File: src/rtl/key_stack_tracker_if.sv
// Keycode event input and held-key stack outputs for key_stack_tracker.
// KEYSTACK_CHANGE_EN adds the key_changed output.
interface key_stack_tracker_if #(
    parameter int DEPTH = 4,
    parameter int WIDTH = 8
);
    localparam int CW = $clog2(DEPTH + 1);

    logic                         key_valid;
    logic [WIDTH-1:0]             keyCode;
    logic                         keypress;
    logic [WIDTH-1:0]             key_top;
    logic [WIDTH-1:0]             key_prev;
    logic [DEPTH-1:0][WIDTH-1:0]  keys_flat;
    logic [CW-1:0]                held_count;
    logic                         overflow;
    logic                         stray_break;
`ifdef KEYSTACK_CHANGE_EN
    logic                         key_changed;
`endif

    modport master (
`ifdef KEYSTACK_CHANGE_EN
        input  key_changed,
`endif
        output key_valid, keyCode, keypress,
        input  key_top, key_prev, keys_flat, held_count, overflow, stray_break
    );

    modport slave (
`ifdef KEYSTACK_CHANGE_EN
        output key_changed,
`endif
        input  key_valid, keyCode, keypress,
        output key_top, key_prev, keys_flat, held_count, overflow, stray_break
    );
endinterface

File: src/rtl/key_stack_tracker.sv
// Most-recent-first stack of held PS/2 keys with repeat, overflow and stray-break handling.
// Optional key_changed output is enabled by defining KEYSTACK_CHANGE_EN.
module key_stack_slot #(
    parameter int WIDTH = 8
) (
    input  logic             i_push,
    input  logic             i_pop,
    input  logic             i_shift,
    input  logic [WIDTH-1:0] i_cur,
    input  logic [WIDTH-1:0] i_above,
    input  logic [WIDTH-1:0] i_below,
    output logic [WIDTH-1:0] o_next
);
    always_comb begin
        o_next = i_cur;
        if (i_push)
            o_next = i_above;
        else if (i_pop && i_shift)
            o_next = i_below;
    end
endmodule

module key_stack_tracker #(
    parameter int DEPTH = 4,
    parameter int WIDTH = 8
) (
    input  logic                  i_clk,
    input  logic                  i_rst_n,
    key_stack_tracker_if.slave    ifc
);
    localparam int CW = $clog2(DEPTH + 1);

    logic [DEPTH-1:0][WIDTH-1:0] r_stack;
    logic [DEPTH-1:0][WIDTH-1:0] w_next;
    logic [CW-1:0]               r_count;
    logic                        r_overflow;
    logic                        r_stray;
    logic [DEPTH-1:0]            w_match;
    logic [DEPTH-1:0]            w_ge;
    logic                        w_ev;
    logic                        w_hit;
    logic                        w_full;
    logic                        w_push;
    logic                        w_pop;
    logic                        w_stray;

    // Empty slots hold 0 and code 0 never reaches an event, so a plain compare is safe.
    assign w_ev    = ifc.key_valid && (ifc.keyCode != '0);
    assign w_hit   = |w_match;
    assign w_full  = (r_count == CW'(DEPTH));
    assign w_push  = w_ev && ifc.keypress && !w_hit;
    assign w_pop   = w_ev && !ifc.keypress && w_hit;
    assign w_stray = w_ev && !ifc.keypress && !w_hit;

    genvar gi;
    generate
        for (gi = 0; gi < DEPTH; gi++) begin : g_slot
            logic [WIDTH-1:0] w_above;
            logic [WIDTH-1:0] w_below;

            assign w_match[gi] = (r_stack[gi] == ifc.keyCode);

            // w_ge marks slots at or below the released key; those pull from beneath.
            if (gi == 0) begin : g_first
                assign w_ge[gi] = w_match[gi];
                assign w_above  = ifc.keyCode;
            end else begin : g_rest
                assign w_ge[gi] = w_ge[gi-1] | w_match[gi];
                assign w_above  = r_stack[gi-1];
            end

            if (gi == DEPTH - 1) begin : g_last
                assign w_below = '0;
            end else begin : g_mid
                assign w_below = r_stack[gi+1];
            end

            key_stack_slot #(.WIDTH(WIDTH)) u_slot (
                .i_push  (w_push),
                .i_pop   (w_pop),
                .i_shift (w_ge[gi]),
                .i_cur   (r_stack[gi]),
                .i_above (w_above),
                .i_below (w_below),
                .o_next  (w_next[gi])
            );
        end
    endgenerate

    always_ff @(posedge i_clk or negedge i_rst_n) begin
        if (!i_rst_n) begin
            r_stack    <= '0;
            r_count    <= '0;
            r_overflow <= 1'b0;
            r_stray    <= 1'b0;
        end else begin
            r_stack    <= w_next;
            r_overflow <= w_push && w_full;
            r_stray    <= w_stray;
            if (w_push && !w_full)
                r_count <= r_count + CW'(1);
            else if (w_pop)
                r_count <= r_count - CW'(1);
        end
    end

`ifdef KEYSTACK_CHANGE_EN
    logic r_changed;

    always_ff @(posedge i_clk or negedge i_rst_n) begin
        if (!i_rst_n)
            r_changed <= 1'b0;
        else
            r_changed <= (w_next[0] != r_stack[0]);
    end

    assign ifc.key_changed = r_changed;
`endif

    assign ifc.key_top     = r_stack[0];
    assign ifc.key_prev    = r_stack[1];
    assign ifc.keys_flat   = r_stack;
    assign ifc.held_count  = r_count;
    assign ifc.overflow    = r_overflow;
    assign ifc.stray_break = r_stray;
endmodule

File: src/flat_wrapper.sv
// flat-port wrapper written by rule: the top's interface ports become plain ports
module key_stack_tracker_flat 
#(
    parameter int DEPTH = 4,
    parameter int WIDTH = 8
)
  (i_clk, i_rst_n, ifc_key_valid, ifc_keyCode, ifc_keypress, ifc_key_top, ifc_key_prev, ifc_keys_flat, ifc_held_count, ifc_overflow, ifc_stray_break);
  key_stack_tracker_if #(.DEPTH(DEPTH), .WIDTH(WIDTH)) ifc_i ();
  input  logic i_clk;
  input  logic i_rst_n;
  input wire logic [$bits(ifc_i.key_valid)-1:0] ifc_key_valid;
  input wire logic [$bits(ifc_i.keyCode)-1:0] ifc_keyCode;
  input wire logic [$bits(ifc_i.keypress)-1:0] ifc_keypress;
  output wire logic [$bits(ifc_i.key_top)-1:0] ifc_key_top;
  output wire logic [$bits(ifc_i.key_prev)-1:0] ifc_key_prev;
  output wire logic [$bits(ifc_i.keys_flat)-1:0] ifc_keys_flat;
  output wire logic [$bits(ifc_i.held_count)-1:0] ifc_held_count;
  output wire logic [$bits(ifc_i.overflow)-1:0] ifc_overflow;
  output wire logic [$bits(ifc_i.stray_break)-1:0] ifc_stray_break;
  assign ifc_i.key_valid = ifc_key_valid;
  assign ifc_i.keyCode = ifc_keyCode;
  assign ifc_i.keypress = ifc_keypress;
  assign ifc_key_top = ifc_i.key_top;
  assign ifc_key_prev = ifc_i.key_prev;
  assign ifc_keys_flat = ifc_i.keys_flat;
  assign ifc_held_count = ifc_i.held_count;
  assign ifc_overflow = ifc_i.overflow;
  assign ifc_stray_break = ifc_i.stray_break;
  key_stack_tracker #(.DEPTH(DEPTH), .WIDTH(WIDTH)) u_core (.i_clk(i_clk), .i_rst_n(i_rst_n), .ifc(ifc_i));
endmodule
File: config.mk
export PLATFORM = sky130hd
export DESIGN_NAME = key_stack_tracker_flat
export DESIGN_NICKNAME = d
export VERILOG_FILES = /design/src/rtl/key_stack_tracker_if.sv /design/src/rtl/key_stack_tracker.sv /design/src/flat_wrapper.sv
export SDC_FILE = /design/constraint.sdc
export NUM_CORES = 1
export LEC_CHECK = 0
export ABC_CLOCK_PERIOD_IN_PS = 4500
export CORE_MARGIN = 2
export CORE_UTILIZATION = 50
export CTS_CLUSTER_SIZE = 16
export DETAILED_ROUTE_END_ITERATION = 12
export PLACE_DENSITY = 0.82
export SKIP_CTS_REPAIR_TIMING = 1
export SYNTH_ARGS = -nofsm -noshare
export SYNTH_HDL_FRONTEND = slang
export SYNTH_SLANG_ARGS = --single-unit
File: constraint.sdc
create_clock -name i_clk -period 4.5 [get_ports i_clk]
set_clock_uncertainty 0.15 [all_clocks]
set_input_delay 0.45 -clock i_clk [delete_from_list [all_inputs] [get_ports i_clk]]
set_output_delay 0.45 -clock i_clk [all_outputs]
set_load 0.02 [all_outputs]
# Word-level counts from Yosys, hierarchy flattened
# Index checks and enable logic that the tools add are counted.
# W data, S select, Z words.
# word_totals
register_bits	37
input_bits	12
output_inout_bits	53
wordCells	49
# classes
addsub	2
eq_ne	5
n_mux	10
bitwise	3
reduce_logical	22
# op_table
cell	n
$mux W8	8
$eq A8 B8 Y1	4
$logic_and A1 B1 Y1	12
$reduce_bool A2 Y1	5
$reduce_bool A8 Y1	1
$mux W3	2
$reduce_or A4 Y1	1
$add A3 B1 Y3 const B	1
$eq A3 B3 Y1 const B	1
$logic_not A1 Y1	3
$or A1 B1 Y1	3
$sub A3 B1 Y3 const B	1

# Longest topological paths before layout
# Gate-level depths: netlist of run 1.
# logic_depth
ltp_word	7
ltp_mapped	12
ltp_nobuf	10

# By module
# A second synthesis of run 1 with hierarchy kept.
# hier_totals
hier_cells	292
area_unflattened_um2	2758.9
# by_module_without_submodules
mod	n_inst	cells_per_inst	area_each_um2	seq_area_each_um2
key_stack_tracker	1	140	1702.9	925.9
key_stack_slot	4	38	264.0	0.0

# Worst setup path after synthesis of run 1
# No wires, ideal clock.
# synth_path
path_kind	input to register
from	in ifc_keyCode[5]
to	reg u_core.r_count[1], in the netlist u_core.ifc.held_count[1]
setup_time_ns	0.142
arrival_ns	2.682
required_ns	4.208
setup_slack_ns	1.526
stages	12
path_buffers	2
cell_sequence	buf_2 or4_4 o21ai_4 nor2_4 nand4_4 buf_6 nand2b_1 fa_1 inv_1 o311ai_0 a21oi_1 a211oi_1
# synth_via
elab_chain_len	6
elab_cells_between_ends	15
classes_between	4 x eq/ne; 1 x mux; 10 x reduce/logical
# synth_rtl
element	line	text
start: declaration	flat_wrapper.sv:12	input wire logic [$bits(ifc_i.keyCode)-1:0] ifc_keyCode;
$eq A8 B8 Y1 or $reduce_bool A8 Y1 (tied branches)	key_stack_tracker.sv:61, key_stack_tracker.sv:48	
$reduce_or A4 Y1 or $logic_and A1 B1 Y1 (tied branches)	key_stack_tracker.sv:49, key_stack_tracker.sv:48	
$logic_not A1 Y1 or $logic_and A1 B1 Y1 (tied branches)	key_stack_tracker.sv:51	assign w_push = w_ev && ifc.keypress && !w_hit;
$logic_and A1 B1 Y1	key_stack_tracker.sv:51	
$logic_and A1 B1 Y1	key_stack_tracker.sv:100	if (w_push && !w_full)
$mux W3 or $reduce_bool A2 Y1 (tied branches)	-	
end signal: assignment	key_stack_tracker.sv:101	r_count <= r_count + CW'(1);
end signal: assignment	key_stack_tracker.sv:103	r_count <= r_count - CW'(1);
end: declaration	key_stack_tracker.sv:35	logic [CW-1:0] r_count;
# Several ways; a longest one is shown, not always the timed one.
# A chain may end at the register's enable or synchronous reset.

# Worst setup path in the final report of run 1
# layout_path
from	in ifc_keyCode[6]
to	reg u_core.r_count[1], in the netlist u_core.ifc.held_count[1]
# Same word-level chain as after synthesis.

==> summary.md, run 1 <==
| Metric | Value |
|---|---|
| H-tree depth | 2 |
| Num CTS Buffers | 5 |
| Input/output buffers | 64 |
| # rows | 25 |
| Post-synth cell types | 48 |
| EDFF count, synth | 0 |
| # Max-Cap Violations | 0 |
| Routed len/inst | ~18 um |
| Area of the multi-input gates | approximately 1300 um^2 |
| Synthesized Nets | roughly 250 |
| Pre-CTS WS | 1040 ps |
| Largest net degree at the start of global routing | 38 |
| Worst Setup Path Type | input pin to flop |
| WL final | 6070 um |
| Final setup TNS | 0 ps |
| Area growth from synthesis to final layout | 23.8% |
| Critical path's top delay family | simple AND/OR/NAND/NOR gates |
| Most frequent cells in the layout | 63 x clkdlybuf4s50_1, 37 x dfrtp_1, 32 x xor2_1 |
| Die area | roughly 5500 um^2 |
| Worst-path fanout max | 6 |
| CP max-delay cell | nor4_1 |
| GRT Total Usage | 0.249 |
| DRT Pass-1 Iters | 5 |
| Actual slew at the worst max-slew pin | about 830 ps |
| Starting Density | 0.520 |
| Rel. slew slack | 0.449 |
| Slowest stage delay, CP | around 600 ps |
| Gpl congestion | 0.889 |
| HP Class | input pin to async pin |
| Syn. warnings | 0 |
| Vias/cell | about 5.8 |
| RSZ-0062 raised after global routing | false |
| CP startpoint kind | input pin |
| Final hold violation count | 0 |
| Io pins | 65 |
| Worst Setup Slack, final | 1350 ps |
| Detailed-route DRC error count | 0 |
| Setup violations, final | 0 |
| PwrDens | ~480 nW/um^2 |
| CP endpoint kind | flop |
| Clock latency on the worst-skew pair | approximately 300 ps |
| CP Cell Sequence | clkdlybuf4s50_1, xor2_1, nor4_1, a22oi_4, nand4_4, nand2b_1, fa_1, inv_1, o311ai_0, a21oi_1, a211oi_1 |
| Fin. max-slew vios | 0 |
| WP data required | 4530 ps |
| Initial antenna violation count | 0 |
| Final instance area | 3040 um^2 |
| Num Clock Sinks | 37 |
| Avg Cell Area, Syn | 10.5 um^2 |
| CP bufs+invs | 2 |
| Post-synth ARST share | 1.00 |
| Max VDD drop | roughly 0.26 mV |
| Post-Syn Area | around 2500 um^2 |
| Leading cell type in the layout, fill and taps excluded | clkdlybuf4s50_1 |
| Sequential area share after synthesis | 0.377 |
| Max Freq | about 0.32 GHz |
| DRT iter0 DRCs | 175 |
| Sequential cell area | about 930 um^2 |
| Routed Antenna Nets | 0 |
| Detailed placer's ending HPWL | 4340 um |
| Clock Tree Root | clkbuf_8 |
| GR Overflow Total | 0 |
| Clock slew at reported path FFs | approximately 70 ps |
| Crit share post-route | 0.701 |
| Dpl cell area | 2960 um^2 |
| Filler cells | about 390 |
| R2r setup slk | around 1700 ps |
| Synth Flop Type | dfrtp_1 |
| Diodes inserted | 0 |
| #FFs+latches synth | 37 |
| Share of cells above drive strength 1 | 0.0942 |
| Total number of vias | approximately 2000 |
| Final min period | 3150 ps |
| Die X | around 74 um |
| CTS tree | yes |
| Synth Instances | around 230 |
| Nets | between 200 and 300 |
| Vias in the first global route | approximately 2000 |
| CORE AREA | between 4000 and 5000 um^2 |
| Clock buffer depth | 2 |
| Leakage Power | about 1.3 nW |
| Die outline height | roughly 74 um |
| First-pass GRT wire length | a little over 10000 um |
| CP Data Arrival Time | approximately 3200 ps |
| Run status | finished clean |
[cell type report]
cell class                      count  share of cell area
Tap cell                           67              0.0276
Clock buffer                        8              0.0263
Inverter                           10              0.0123
Sequential cell                    37               0.304
Multi-Input combinational cell    155               0.415
Timing Repair Buffer               66               0.214
[synthesized netlist by cell type (all sizes together), types with 6 or more instances]
cell type | n | area share
buf | 30 | 0.091
o22a | 10 | 0.036
a221o | 6 | 0.024
dfrtp | 37 | 0.38
nor4 | 9 | 0.034
a31oi | 6 | 0.015
o21a | 11 | 0.034
o22ai | 6 | 0.015
xor2 | 32 | 0.11
a22o | 18 | 0.065
nor2 | 14 | 0.025
nand2 | 6 | 0.010
inv | 10 | 0.015
[where the power goes]
| group | leakage [nW] | switching (mW) | internal, mW | total [mW] |
|---|---|---|---|---|
| combinational | 0.793 | 0.329 | 0.338 | 0.667 |
| clock | 0.0395 | 0.120 | 0.110 | 0.230 |
| sequential | 0.427 | 0.145 | 0.413 | 0.558 |
[cell families after synthesis]
group / synth area share
AO/OA/AOI/OAI: 0.248
AND/OR/NAND/NOR: 0.127
buffers and inverters: 0.109
flip-flops: 0.377
XOR/XNOR: 0.114
multiplexers: 0.0163
adder cells (fa/ha/maj): 0.00815
[registers in the layout, summed over array words and instances, names as in the netlist]
name / cells
u_core.ifc.overflow: 1
u_core.ifc.key_prev: 8
u_core.ifc.stray_break: 1
u_core.g_slot.w_below: 16
u_core.ifc.held_count: 3
u_core.ifc.key_top: 8
[worst register-to-register path, cell delays in order, from the launching register on]
cell and delay (ps):
dfrtp_1 470, xor2_1 180, nor4_1 600, a22oi_4 190, nand4_4 140, nand2b_1 120, fa_1 410, inv_1 90
o311ai_0 120, a21oi_1 170, a211oi_1 60
[worst paths after layout]
check | from | to | depth (start not counted)
worst max-delay path | ifc_keyCode[6] | u_core.ifc.held_count[1] | 11
worst min-delay path | i_rst_n | u_core.ifc.key_top[4] | 1
worst max register to register | u_core.ifc.key_prev[1] | u_core.ifc.held_count[1] | 10
worst min register to register | u_core.ifc.key_top[7] | u_core.ifc.key_top[7] | 2
max in group asynchronous | i_rst_n | u_core.g_slot[2].w_below[2] | 1
min in group i_clk | u_core.ifc.key_top[7] | u_core.ifc.key_top[7] | 2
[through the flow]
step           hold WS [ps]  utilization  power (mW)  cells
2_1_floorplan          4.41            -       0.961    234
3_3_place_gp            435        0.627        1.22    335
3_5_place_dp            442        0.627        1.23    335
4_1_cts                 121        0.644        1.47    343
5_1_grt                 179        0.644        1.55    343
6_report               93.2        0.644        1.46    343
[metal layers]
layer / vias to the layer above / part of all wire / GRT usage
met1: 985 / 0.43 / 0.317
met4: 0 / 0.020 / 0.0889
met2: 70 / 0.49 / 0.412
met3: 10 / 0.057 / 0.0650
li1: 926 / - / -
met5: - / 0 / 0
No activity file was read; power rests on OpenSTA's default activity.
==> run 2, diff against run 1 <==
- ABC_CLOCK_PERIOD_IN_PS: 4500 -> 3000
- CORE_UTILIZATION: 50 -> 49
- PLACE_DENSITY: 0.82 -> 0.81
- clock period: 4.5 -> 3 ns (I/O delays scaled with it)
==> summary.md, run 2 (same netlist as run 1, synthesis figures left out) <==
| Metric | Value |
|---|---|
| Switch share | 0.387 (-0.0217) |
| Worst-path fanout max | 4 (-2) |
| Setup violations, final | 0 (unchanged) |
| Vias in the first global route | 1958 (-3.0%) |
| CP Cell Sequence | clkdlybuf4s50_1, buf_4, xor2_1, nor4_1, nand2_1, nand4_4, nand2b_1, fa_1, inv_1, o311ai_0, a21oi_1, a211oi_1 |
| CP Data Arrival Time | 2840 ps (-340 ps) |
| CORE AREA | 4790 um^2 (+1.3%) |
| Largest net degree at the start of global routing | 38 (unchanged) |
| Final setup TNS | 0 ps (unchanged) |
| R2r setup slk | 350 ps (-1340 ps) |
| Leading cell type in the layout, fill and taps excluded | clkdlybuf4s50_1 |
| # Max-Cap Violations | 0 (unchanged) |
| Placed Instances | 357 (+6.6%) |
| Reg-to-Reg Start | u_core.ifc.key_prev[7] |
| Slowest stage delay, CP | 490 ps (-120 ps) |
| Max VDD drop | 0.421 mV (+63%) |
| DRT Pass-1 Iters | 4 (-1) |
| Seq pwr share | 0.357 (-0.026) |
| Worst r2r dst | u_core.ifc.held_count[1] |
| Num Clock Sinks | 37 (unchanged) |
| Clock power frac | 0.196 (+0.038) |
| Max reg flops | 16 (unchanged) |
| Detailed-route DRC error count | 0 (unchanged) |
| First-pass GRT wire length | 9580 um (-6.8%) |
| CP max-delay cell | clkdlybuf4s50_1 |
| Die area | 5600 um^2 (+1.9%) |
| WP data required | 3020 ps (-1510 ps) |
| Pre-CTS WS | -129 ps (-1170 ps) |
| Clock slew at reported path FFs | 80 ps (about the same) |
| Die X | 74.8 um (+0.96%) |
| Fin. max-slew vios | 0 (unchanged) |
| Diodes inserted | 0 (unchanged) |
| GRT Total Usage | 0.225 (-0.0242) |
| Actual slew at the worst max-slew pin | 928 ps (+102 ps) |
| CP bufs+invs | 3 (+1) |
| Final instance area | 3250 um^2 (+7.0%) |
| Area growth from synthesis to final layout | 32.4% |
| Clock buffer depth | 2 (unchanged) |
| Initial antenna violation count | 0 (unchanged) |
| NetSw | 0.900 mW (+51%) |
| RSZ-0062 raised after global routing | false |
| Worst Setup Path Type | input pin to flop |
| WL final | 6150 um (+1.3%) |
| H-tree depth | 2 (unchanged) |
| Gpl congestion | 0.883 (-0.68%) |
| Rel. slew slack | 0.381 (-0.0680) |
| Vias/cell | 5.72 (-1.4%) |
| Die outline height | 74.8 um (+0.96%) |
| Routed len/inst | 16.8 um (-4.8%) |
| Routed Antenna Nets | 0 (unchanged) |
| CTS tree | yes |
| Non-Filler Instances | 365 (+6.4%) |
| Final hold violation count | 19 (+19) |
| Leakage Power | 1.38 nW (+9.9%) |
| PwrDens | 715 nW/um^2 (+49%) |
| Most frequent cells in the layout | 63 x clkdlybuf4s50_1, 37 x dfrtp_1, 32 x xor2_1 |
| Share of cells above drive strength 1 | 0.174 (+0.0803) |
| Starting Density | 0.513 (-0.00680) |
| Fin Hold WS | -8.94 ps (-102 ps) |
| Io pins | 65 (unchanged) |
| Area of the multi-input gates | 1270 um^2 (+0.50%) |
| Run status | finished, violations left |
| GR Overflow Total | 0 (unchanged) |
| Worst Setup Slack, final | 175 ps (-1170 ps) |
| Total number of vias | 2088 (+4.9%) |
| Max Freq | between 0.3 and 0.4 GHz |
| HP Class | input pin to async pin |
| Nets | 310 (+7.6%) |
| # rows | 25 (unchanged) |
| Violated checks | negative hold slack |
| R2R cell count | 10 (unchanged) |
| CP startpoint kind | input pin |
| Sequential cell area | 926 um^2 (unchanged) |
| Pint | 1.43 mW (+66%) |
| Dpl cell area | 3130 um^2 (+5.6%) |
| Num CTS Buffers | 5 (unchanged) |
| DRT iter0 DRCs | 104 (-41%) |
| Clock latency on the worst-skew pair | 290 ps (about the same) |
| Critical path's top delay family | simple AND/OR/NAND/NOR gates |
| Comb power frac | 0.447 (-0.012) |
| Final Util | 0.680 (+0.0358) |
| CP endpoint kind | flop |
| Final min period | between 2000 and 3000 ps |
| Crit share post-route | 0.942 |
| Clock Tree Root | clkbuf_8 |
| Filler cells | 384 (-0.78%) |
| Input/output buffers | 64 (unchanged) |
| Detailed placer's ending HPWL | 4480 um (+3.2%) |
## run 2: worst max path at each step
stage | slack (ps) | endpoint | start | depth (start not counted)
after floorplan | 180 | u_core.ifc.held_count[1] | ifc_keyCode[5] | 12
after global routing | 0.6 | u_core.ifc.held_count[1] | ifc_keyCode[6] | 12
after global placement | -20 | u_core.ifc.held_count[1] | ifc_keyCode[5] | 12
after CTS | 180 | u_core.ifc.held_count[1] | ifc_keyCode[6] | 12
after detailed placement | -130 | u_core.ifc.held_count[1] | ifc_keyCode[6] | 12
final | 180 | u_core.ifc.held_count[1] | ifc_keyCode[6] | 12
## run 2: power by group through the flow
stage | Combinational, mW | Sequential [mW] | Clock (mW)
finish | 1.04 | 0.832 | 0.456
global route | 1.12 | 0.852 | 0.483
CTS | 1.04 | 0.831 | 0.461
detailed placement | 1.04 | 0.838 | 0
global placement | 1.01 | 0.840 | 0
floorplan | 0.513 | 0.928 | 0
## run 2: area by class of cell
cell class	instances	area share
Timing Repair Buffer	88	0.251
Inverter	10	0.0115
Multi-Input combinational cell	155	0.390
Sequential cell	37	0.285
Tap cell	67	0.0258
Clock inverter	2	0.0115
Clock buffer	6	0.0254
## run 2: routing by layer
layer | track usage | vias up | part of all wire
li1 | - | 972 | -
met1 | 0.292 | 1028 | 0.43
met2 | 0.396 | 83 | 0.51
met3 | 0.0321 | 5 | 0.051
met4 | 0.0575 | 0 | 0.0086
met5 | 0 | - | 0
## run 2: per-stage QoR
| stage | total power, mW | hold WS (ps) |
|---|---|---|
| finish | 2.33 | -8.94 |
| global route | 2.46 | 64.9 |
| CTS | 2.34 | 21.3 |
| detailed placement | 1.88 | 331 |
| global placement | 1.85 | 328 |
| floorplan | 1.44 | -146 |
